### src/rtl/gps_ca_pkg.sv
`default_nettype none
// ============================================================================
//  Module      : gps_ca_pkg
//  Description : Shared constants, FSM encoding and the G2 phase-select tap
//                table for the multi-channel GPS L1 C/A code generator.
//  Revision    : 1.0 - initial release
// ============================================================================
package gps_ca_pkg;

    localparam int         CA_LEN     = 1023;
    localparam int         SV_MAX     = 37;
    localparam logic [9:0] LAST_PHASE = 10'(CA_LEN - 1);

    // FSM encoding
    typedef logic [1:0] state_t;
    localparam state_t ST_IDLE = 2'd0;
    localparam state_t ST_GEN  = 2'd1;
    localparam state_t ST_HOLD = 2'd2;

    // G2 output taps, numbered as LFSR stages 1..10
    typedef struct packed {
        logic [3:0] a;
        logic [3:0] b;
    } tap_t;

    function automatic logic sv_valid(input logic [5:0] sv);
        return (sv != 6'd0) && (sv <= 6'(SV_MAX));
    endfunction

    // Phase-select taps for SV 1..37; invalid SVs get a harmless in-range pair
    function automatic tap_t g2_taps(input logic [5:0] sv);
        tap_t t;
        case (sv)
            6'd1:  t = {4'd2, 4'd6};   6'd2:  t = {4'd3, 4'd7};
            6'd3:  t = {4'd4, 4'd8};   6'd4:  t = {4'd5, 4'd9};
            6'd5:  t = {4'd1, 4'd9};   6'd6:  t = {4'd2, 4'd10};
            6'd7:  t = {4'd1, 4'd8};   6'd8:  t = {4'd2, 4'd9};
            6'd9:  t = {4'd3, 4'd10};  6'd10: t = {4'd2, 4'd3};
            6'd11: t = {4'd3, 4'd4};   6'd12: t = {4'd5, 4'd6};
            6'd13: t = {4'd6, 4'd7};   6'd14: t = {4'd7, 4'd8};
            6'd15: t = {4'd8, 4'd9};   6'd16: t = {4'd9, 4'd10};
            6'd17: t = {4'd1, 4'd4};   6'd18: t = {4'd2, 4'd5};
            6'd19: t = {4'd3, 4'd6};   6'd20: t = {4'd4, 4'd7};
            6'd21: t = {4'd5, 4'd8};   6'd22: t = {4'd6, 4'd9};
            6'd23: t = {4'd1, 4'd3};   6'd24: t = {4'd4, 4'd6};
            6'd25: t = {4'd5, 4'd7};   6'd26: t = {4'd6, 4'd8};
            6'd27: t = {4'd7, 4'd9};   6'd28: t = {4'd8, 4'd10};
            6'd29: t = {4'd1, 4'd6};   6'd30: t = {4'd2, 4'd7};
            6'd31: t = {4'd3, 4'd8};   6'd32: t = {4'd4, 4'd9};
            6'd33: t = {4'd5, 4'd10};  6'd34: t = {4'd4, 4'd10};
            6'd35: t = {4'd1, 4'd7};   6'd36: t = {4'd2, 4'd8};
            6'd37: t = {4'd4, 4'd10};
            default: t = {4'd1, 4'd1};
        endcase
        return t;
    endfunction

endpackage
`default_nettype wire

### src/rtl/gps_ca_lfsr.sv
`default_nettype none
// ============================================================================
//  Module      : gps_ca_lfsr
//  Description : One G1/G2 LFSR pair producing one C/A chip per cycle for the
//                selected SV. Chip is forced low for an invalid SV.
//  Revision    : 1.0 - initial release
// ============================================================================
module gps_ca_lfsr
    import gps_ca_pkg::*;
(
    input  logic       clk,
    input  logic       rst_n,
    input  logic       load,
    input  logic       advance,
    input  logic [5:0] sv,
    output logic       chip
);

    // bit i holds stage i+1, so stage 10 is bit 9
    logic [9:0] r_g1;
    logic [9:0] r_g2;
    tap_t       w_taps;

    // Chip from current state: G1 stage 10 xor the two selected G2 stages
    always_comb begin
        w_taps = g2_taps(sv);
        chip   = sv_valid(sv) &
                 (r_g1[9] ^ r_g2[w_taps.a - 4'd1] ^ r_g2[w_taps.b - 4'd1]);
    end

    // Shift toward stage 10 with feedback entering stage 1; load restores all-ones
    always_ff @(posedge clk or negedge rst_n) begin
        if (!rst_n) begin
            r_g1 <= 10'h3FF;
            r_g2 <= 10'h3FF;
        end else if (load) begin
            r_g1 <= 10'h3FF;
            r_g2 <= 10'h3FF;
        end else if (advance) begin
            r_g1 <= {r_g1[8:0], r_g1[2] ^ r_g1[9]};
            r_g2 <= {r_g2[8:0], r_g2[1] ^ r_g2[2] ^ r_g2[5] ^
                                r_g2[7] ^ r_g2[8] ^ r_g2[9]};
        end
    end

endmodule
`default_nettype wire

### src/rtl/gps_ca_multi.sv
`default_nettype none
// ============================================================================
//  Module      : gps_ca_multi
//  Description : Multi-channel GPS L1 C/A generator. Per-channel LFSR pairs
//                share one code phase; CHIPS chips per channel are packed into
//                a word delivered over a valid/ready handshake.
//  Revision    : 1.0 - initial release
// ============================================================================
module gps_ca_multi
    import gps_ca_pkg::*;
#(
    parameter int NUM_CH  = 4,
    parameter int CHIPS   = 13,
    parameter int EPOCH_W = 16
) (
    input  logic                      clk,
    input  logic                      rst_n,
    input  logic                      start,
    input  logic                      restart,
    input  logic [6*NUM_CH-1:0]       sv_num,
    output logic                      busy,
    output logic                      out_valid,
    input  logic                      out_ready,
    output logic [CHIPS*NUM_CH-1:0]   ca_code,
    output logic [9:0]                chip_idx,
    output logic [EPOCH_W-1:0]        epoch_cnt,
    output logic [NUM_CH-1:0]         sv_err
);

    localparam int CNT_W = (CHIPS > 1) ? $clog2(CHIPS) : 1;

    state_t                    r_state;
    state_t                    w_next;
    logic                      w_accept;
    logic                      w_gen;
    logic                      w_done;
    logic                      w_wrap;
    logic                      w_load;
    logic [6*NUM_CH-1:0]       r_sv;
    logic [NUM_CH-1:0]         r_sv_err;
    logic [NUM_CH-1:0]         w_sv_err_new;
    logic [9:0]                r_phase;
    logic [9:0]                r_word_phase;
    logic [EPOCH_W-1:0]        r_epoch;
    logic [CNT_W-1:0]          r_cnt;
    logic [NUM_CH-1:0]         w_chip;
    logic [CHIPS*NUM_CH-1:0]   r_word;
    logic [CHIPS*NUM_CH-1:0]   w_word_next;

    // A new request is taken only when no word is pending or the pending one leaves now
    assign w_accept = start && ((r_state == ST_IDLE) ||
                                ((r_state == ST_HOLD) && out_ready));
    assign w_gen    = (r_state == ST_GEN);
    assign w_done   = w_gen && (r_cnt == CNT_W'(CHIPS - 1));
    assign w_wrap   = w_gen && (r_phase == LAST_PHASE);
    assign w_load   = (w_accept && restart) || w_wrap;

    assign epoch_cnt = r_epoch;
    assign sv_err    = r_sv_err;

    generate
        for (genvar c = 0; c < NUM_CH; c++) begin : g_ch
            gps_ca_lfsr u_lfsr (
                .clk     (clk),
                .rst_n   (rst_n),
                .load    (w_load),
                .advance (w_gen),
                .sv      (r_sv[6*c +: 6]),
                .chip    (w_chip[c])
            );
            assign w_sv_err_new[c] = !sv_valid(sv_num[6*c +: 6]);
        end
    endgenerate

    // State register
    always_ff @(posedge clk or negedge rst_n) begin
        if (!rst_n) r_state <= ST_IDLE;
        else        r_state <= w_next;
    end

    // Next-state logic
    always_comb begin
        w_next = r_state;
        case (r_state)
            ST_IDLE: if (w_accept) w_next = ST_GEN;
            ST_GEN:  if (w_done)   w_next = ST_HOLD;
            ST_HOLD: begin
                if (w_accept)       w_next = ST_GEN;
                else if (out_ready) w_next = ST_IDLE;
            end
            default: w_next = ST_IDLE;
        endcase
    end

    // FSM outputs
    always_comb begin
        busy      = (r_state == ST_GEN);
        out_valid = (r_state == ST_HOLD);
    end

    // Latched SVs, shared code phase, epoch count and in-word chip counter
    always_ff @(posedge clk or negedge rst_n) begin
        if (!rst_n) begin
            r_sv         <= '0;
            r_sv_err     <= '0;
            r_phase      <= '0;
            r_word_phase <= '0;
            r_epoch      <= '0;
            r_cnt        <= '0;
        end else if (w_accept) begin
            r_cnt <= '0;
            if (restart) begin
                r_sv         <= sv_num;
                r_sv_err     <= w_sv_err_new;
                r_phase      <= '0;
                r_word_phase <= '0;
                r_epoch      <= '0;
            end else begin
                r_word_phase <= r_phase;
            end
        end else if (w_gen) begin
            r_cnt <= r_cnt + 1'b1;
            if (w_wrap) begin
                r_phase <= '0;
                r_epoch <= r_epoch + 1'b1;
            end else begin
                r_phase <= r_phase + 10'd1;
            end
        end
    end

    // Drop each channel's chip into its slot; earliest chip lands in the MSB
    always_comb begin
        w_word_next = r_word;
        for (int c = 0; c < NUM_CH; c++) begin
            w_word_next[CHIPS*c + CHIPS - 1 - int'(r_cnt)] = w_chip[c];
        end
    end

    // Word assembly; outputs update only when the word is complete
    always_ff @(posedge clk or negedge rst_n) begin
        if (!rst_n) begin
            r_word   <= '0;
            ca_code  <= '0;
            chip_idx <= '0;
        end else if (w_gen) begin
            r_word <= w_word_next;
            if (w_done) begin
                ca_code  <= w_word_next;
                chip_idx <= r_word_phase;
            end
        end
    end

endmodule
`default_nettype wire

### config.mk
export PLATFORM = sky130hd
export DESIGN_NAME = gps_ca_multi
export DESIGN_NICKNAME = d
export VERILOG_FILES = /design/src/rtl/gps_ca_pkg.sv /design/src/rtl/gps_ca_lfsr.sv /design/src/rtl/gps_ca_multi.sv
export SDC_FILE = /design/constraint.sdc
export NUM_CORES = 1
export LEC_CHECK = 0
export CORE_MARGIN = 8
export CORE_UTILIZATION = 26
export CTS_CLUSTER_DIAMETER = 50
export DETAILED_ROUTE_END_ITERATION = 6
export PLACE_DENSITY_LB_ADDON = 0.1
export SLEW_MARGIN = 20
export SYNTH_ARGS = -nofsm -noshare
export SYNTH_HDL_FRONTEND = slang
export SYNTH_SLANG_ARGS = --single-unit
export TNS_END_PERCENT = 100
### constraint.sdc
create_clock -name clk -period 4.6 [get_ports clk]
set_clock_uncertainty 0.05 [all_clocks]
set_input_delay 0.46 -clock clk [delete_from_list [all_inputs] [get_ports clk]]
set_output_delay 0.46 -clock clk [all_outputs]
set_load 0.005 [all_outputs]
==> results of run 1 <==
## flip-flops by register name, summed over array words and instances (netlist names)
name              flops
ca_code              52
r_cnt                 4
r_sv                 24
r_word               51
g_ch.u_lfsr.r_g1     40
g_ch.u_lfsr.r_g2     40
epoch_cnt            16
r_phase              10
r_state               2
chip_idx             10
r_word_phase         10
sv_err                4
## cells in the mapped netlist (13+ instances only)
| cell | instances | area share |
|---|---|---|
| o21ai_0 | 120 | 0.036 |
| nand2_1 | 449 | 0.10 |
| dfstp_2 | 80 | 0.13 |
| nand3b_1 | 21 | 0.0094 |
| mux2i_1 | 22 | 0.013 |
| mux2_2 | 33 | 0.022 |
| nor2b_1 | 28 | 0.010 |
| nand4_1 | 13 | 0.0049 |
| o31ai_1 | 28 | 0.013 |
| inv_1 | 56 | 0.013 |
| clkbuf_1 | 91 | 0.020 |
| ha_1 | 47 | 0.035 |
| o211ai_1 | 31 | 0.014 |
| nand3_1 | 108 | 0.032 |
| nor3_1 | 20 | 0.0060 |
| a21oi_1 | 61 | 0.018 |
| dfrtp_1 | 183 | 0.27 |
| nand2b_1 | 40 | 0.015 |
| xor2_1 | 17 | 0.0089 |
| o21ai_1 | 19 | 0.0057 |
| a31oi_1 | 31 | 0.012 |
| nor2_1 | 127 | 0.028 |
| xnor2_1 | 40 | 0.021 |
| buf_2 | 23 | 0.0069 |
## final cells by class
class,count,area [sq um]
clock inverters,23,309.0
clock buffers,65,1364
fillers,6701,43570
multi-input cells,1524,9260
flip-flops and latches,263,6681
repair buffers,174,1644
inverters,58,220.2
well taps,855,1070
## per-layer routing
metal  track usage  vias to the layer above
met1        0.1836                     7130
li1              -                     7171
met5             0                        -
met2        0.2225                      274
met3       0.02275                       70
met4       0.04348                        0
## where the power goes
part	switching (uW)	leakage [uW]	total (uW)	internal (uW)
Sequential	1060	0.00320	4640	3580
Combinational	6630	0.00459	11300	4720
Clock	1290	0.000812	3660	2370
Total	8980	0.00860	19600	10700
## cell families (layout without fill, tap and decap cells)
family | count (synthesis) | after routing | share of synthesized area
adder cells (fa/ha/maj) | 48 | 48 | 0.03575
XOR/XNOR | 57 | 57 | 0.02978
buffers and inverters | 200 | 320 | 0.05172
flip-flops | 263 | 263 | 0.3985
AO/OA/AOI/OAI | 449 | 449 | 0.1826
AND/OR/NAND/NOR | 905 | 905 | 0.2529
multiplexers | 65 | 65 | 0.04873
## stage by stage
step	cell area [sq um]	setup slack, ns	hold slack, ns	util
3_5_place_dp	18830	0.01693	0.4044	0.2938
3_3_place_gp	18830	-0.1574	0.4073	0.2937
4_1_cts	20520	0.004955	0.3640	0.3200
5_1_grt	20550	-0.01388	0.3887	0.3205
6_report	20550	0.2873	0.4040	0.3205
2_1_floorplan	16770	0.4601	0.1144	-
## worst max-delay path, cell delays in order (launching register included)
cell and delay, ns:
dfrtp_1 0.35, inv_1 0.06, ha_1 0.41, nor2b_1 0.20
o21ai_1 0.17, a211oi_1 0.10, or3_1 0.42, inv_1 0.07
ha_1 0.25, mux4_2 0.32, o211a_1 0.15, o22ai_1 0.13
o311ai_1 0.19, o211a_1 0.32, nor2_4 0.59, mux2_2 0.30
a31oi_1 0.09
## what timing repair did
item | 4_1_cts | 5_1_grt
resized for setup | 0 | 6
endpoints found under the setup margin | 0 | 32
hold buffers | 1 | 0
setup buffers | 0 | 2
hold endpoints to repair | 67 | 0
## worst min-delay path by stage
stage	depth (start not counted)	from	to
after floorplan	0	rst_n	ca_code[0]$_DFFE_PN0P_
after global placement	2	r_word[41]$_DFFE_PN0P_	ca_code[41]$_DFFE_PN0P_
after detailed placement	2	r_word[47]$_DFFE_PN0P_	ca_code[47]$_DFFE_PN0P_
after CTS	3	sv_num[21]	r_sv[21]$_DFFE_PN0P_
after global routing	3	sv_num[21]	r_sv[21]$_DFFE_PN0P_
final	3	sv_num[21]	r_sv[21]$_DFFE_PN0P_
==> flow_summary_export.csv, run 1 <==
group,metric,value,unit
grt,grt_pass1_wl,83.01,mm
synthesis,syn_nets,2063,
worst_setup_path,arrival,4.68,ns
run_status,status,"finished clean",
drt,drtIter0Drc,860,
floorplanning,die_y,269.9,microns
timing,relSlewSlack,0.3187,
floorplanning,io_pins,113,
finish,final_cells,2962,
finish,drive_gt1_frac,0.1471,
timing,slew_violations,0,
synthesis,seq_area_frac_synth,0.3985,
worst_setup_path,startpoint,"r_sv[12]$_DFFE_PN0P_",
hold_path,hold_class,"input pin to register",
drt,post_drt_wl_per_cell,17.29,microns
drt,wl,51.23,mm
clock_tree,htree_num_levels,2,
worst_setup_path,reg2reg_depth,16,
timing,finalCriticalPeriod,4.313,ns
synthesis,synth-seq-cells,263,
clock_tree,cts_made_buffers,47,
grt,overflow,0,
worst_setup_path,critPathKind,"register to register",
clock_tree,cts.sinks,263,
floorplanning,die_area,72870,sq um
grt,antenna_found_initial,1,
clock_tree,root_buffer,"clkbuf_16",
grt,grt.total_usage,0.1367,
synthesis,synth_area,16770,sq um
finish,fin_nets,2144,
timing,hold_viol,0,
worst_setup_path,cp_max_fo,26,
timing,setup_viol,0,
worst_setup_path,reg2reg_from,"r_sv[12]$_DFFE_PN0P_",
synthesis,synth_cells,1987,
worst_setup_path,reg2reg_slack,0.29,ns
drt,met3_length,2.069,mm
clock_tree,clockBufferDepth,3,
finish,antenna-diode-count,0,
worst_setup_path,worst_r2r_endpoint,"r_word[25]$_DFFE_PN0P_",
pwr,p_leak,0.008600,uW
placement,dp.cells,2871,
clock_tree,tritoncts,"built",
floorplanning,fp.dieW,269.9,microns
synthesis,synth-edff-count,0,
timing,fin_crit_sh,0.9375,
worst_setup_path,cp.required,4.97,ns
clock_tree,clk_pin_slew,0.05,ns
pwr,peakVddDrop,749.8,uV
drt,met1_length,24.64,mm
synthesis,synth_area_per_cell,8.438,sq um
finish,area_growth,22.56,%
timing,grt_setup_unrepaired,"true",
drt,maxUsedRoutingLayer,"met4",
grt,grt_max_degree,91,
floorplanning,rows,93,
clock_tree,clk_latency,0.58,ns
synthesis,yosys_warnings,0,
worst_setup_path,cp-endpoint,"r_word[25]$_DFFE_PN0P_",
flow_run,maxCapViolCount,0,
drt,dr.pass1.iters,5,
worst_setup_path,worstSetupStartpointType,"register",
floorplanning,core,64120,sq um
synthesis,ys.flop_type,"dfrtp_1",
grt,grt_pass1_vias,14640,
finish,final_common_cell,"nand2_1",
placement,dp_hpwl,33.74,mm
pwr,power_density,955.9,nW/um^2
timing,tns,0,ns
drt,post_drt_via_cell_ratio,4.944,
synthesis,async_flop_share,1.000,
timing,clock.fmax,231.9,MHz
drt,vias,14650,
drt,drc,0,
placement,gp_congestion,0.8152,
pwr,total_power,19640,uW
synthesis,synth_cell_types,99,
drt,ant_nets,0,
floorplanning,start_util,0.2615,
timing,worstMarginPinSlew,1.022,ns
worst_setup_path,crit_path_end_kind,"register",
drt,wl_met2,23.37,mm
placement,io_buffer_count,112,
finish,layout_common_cells,"449 x nand2_1, 183 x dfrtp_1, 125 x nor2_1",
(Power assumes the default switching activity.)
==> run 2, diff against run 1 <==
CTS_CLUSTER_SIZE = 25   (was not set)
GPL_TIMING_DRIVEN = 1   (was not set)
==> flow_summary_export.csv, run 2 (synthesized netlist as in run 1, its figures left out) <==
group,metric,value,unit
run_status,status,"finished clean",
pwr,p_leak,0.008579,uW
grt,grt.total_usage,0.1370,
placement,dp_hpwl,33.74,mm
worst_setup_path,startpoint,"r_sv[21]$_DFFE_PN0P_",
worst_setup_path,worst_r2r_endpoint,"r_word[38]$_DFFE_PN0P_",
finish,final_cells,2960,
clock_tree,cts_made_buffers,46,
worst_setup_path,reg2reg_slack,0.35,ns
clock_tree,htree_num_levels,2,
floorplanning,io_pins,113,
drt,vias,14600,
worst_setup_path,cp.required,5.02,ns
placement,io_buffer_count,112,
finish,design_area,20510,sq um
worst_setup_path,reg2reg_depth,13,
finish,finish.utilization,0.3199,
grt,grt_pass1_wl,83.01,mm
drt,post_drt_wl_per_cell,17.32,microns
placement,gp_congestion,0.8152,
worst_setup_path,reg2reg_from,"r_sv[21]$_DFFE_PN0P_",
grt,antenna_found_initial,1,
worst_setup_path,cp_max_fo,19,
floorplanning,fp.dieW,269.9,microns
timing,finalCriticalPeriod,4.253,ns
finish,largest_register,"ca_code",
timing,tns,0,ns
grt,grt_pass1_vias,14640,
drt,ant_nets,0,
worst_setup_path,cp-endpoint,"r_word[38]$_DFFE_PN0P_",
finish,fin_nets,2143,
floorplanning,die_y,269.9,microns
drt,wl,51.28,mm
worst_setup_path,crit_path_end_kind,"register",
pwr,total_power,19590,uW
finish,antenna-diode-count,0,
timing,grt_setup_unrepaired,"false",
drt,dr.pass1.iters,5,
timing,relSlewSlack,0.3185,
worst_setup_path,critPathKind,"register to register",
finish,area_growth,22.32,%
clock_tree,clk_latency,0.59,ns
drt,drtIter0Drc,793,
timing,slew_violations,0,
finish,largest_register_ff_count,52,
flow_run,maxCapViolCount,0,
placement,dpl_cell_area,18830,sq um
timing,setup_viol,0,
clock_tree,clockBufferDepth,3,
timing,hold_viol,0,
drt,post_drt_via_cell_ratio,4.931,
grt,grt_max_degree,91,
hold_path,hold_class,"input pin to async pin",
finish,layout_common_cells,"449 x nand2_1, 182 x dfrtp_1, 125 x nor2_1",
pwr,power_density,955.3,nW/um^2
finish,final_common_cell,"nand2_1",
floorplanning,core,64120,sq um
finish,drive_gt1_frac,0.1477,
floorplanning,die_area,72870,sq um
finish,reg.largest.list,"ca_code x52, r_word x51",
drt,drc,0,
grt,overflow,0,
worst_setup_path,arrival,4.68,ns
worst_setup_path,worstSetupStartpointType,"register",
clock_tree,cts.sinks,263,
placement,dp.cells,2871,
timing,clock.fmax,235.1,MHz
clock_tree,tritoncts,"built",
timing,worstMarginPinSlew,1.022,ns
pwr,peakVddDrop,714.6,uV
timing,fin_crit_sh,0.9246,
clock_tree,clk_pin_slew,0.05,ns
clock_tree,root_buffer,"clkbuf_16",
floorplanning,rows,93,
floorplanning,start_util,0.2615,
==> run 2: power by group <==
group          internal, uW  switching (uW)  leakage (uW)  total [uW]
clock                  2290            1330      0.000794        3620
combinational          4720            6610       0.00459       11300
sequential             3580            1060       0.00320        4640
total                 10600            9000       0.00858       19600
==> run 2: stage by stage <==
stage | worst slack (ns) | hold WS, ns
2_1_floorplan | 0.4601 | 0.1144
3_3_place_gp | -0.1574 | 0.4073
3_5_place_dp | 0.01693 | 0.4044
4_1_cts | 0.01880 | 0.3731
5_1_grt | 0.003282 | 0.3849
6_report | 0.3469 | 0.4021
==> run 2: what timing repair did <==
item | in CTS | in global routing
endpoints found under the hold margin | 67 | 0
resized for setup | 0 | 8
setup buffers | 0 | 2
endpoints found under the setup margin | 0 | 34
hold buffers | 1 | 0
==> run 2: critical path, cell delays in order, from the launching register on <==
cell and delay [ns]:
dfrtp_1 0.59, buf_4 0.28, nor3b_2 0.53, o21ai_0 0.19, o31a_1 0.18, ha_1 0.28, inv_1 0.12, mux4_2 0.51
mux2i_1 0.14, o22ai_1 0.11, xor2_1 0.15, mux2_2 0.57, o32ai_1 0.36, nor2_1 0.07
==> run 2: layer usage <==
metal  wire length (microns)  vias up  share of wire  GRT usage
li1                        -     7176              -          -
met5                       0        -              0          0
met3                    2108       77          0.041    0.02452
met1                   24600     7086           0.48     0.1836
met4                    1209        0          0.024    0.04433
met2                   23360      257           0.46     0.2217
==> run 2: cell type report <==
cell class | instances | area (sq um)
clock buffer | 56 | 1239
clock inverter | 30 | 390.4
fill | 6707 | 43610
inverter | 58 | 220.2
multi-input combinational | 1524 | 9263
sequential | 263 | 6683
tap | 855 | 1070
timing repair buffer | 174 | 1644
==> run 2: how the worst min path moves through the flow <==
stage | endpoint | from | cells past startpoint
final | r_sv[22]$_DFFE_PN0P_ | rst_n | 2
after global placement | ca_code[41]$_DFFE_PN0P_ | r_word[41]$_DFFE_PN0P_ | 2
after global routing | r_sv[21]$_DFFE_PN0P_ | sv_num[21] | 3
after floorplan | ca_code[0]$_DFFE_PN0P_ | rst_n | 0
after detailed placement | ca_code[47]$_DFFE_PN0P_ | r_word[47]$_DFFE_PN0P_ | 2
after CTS | r_sv[10]$_DFFE_PN0P_ | sv_num[10] | 3
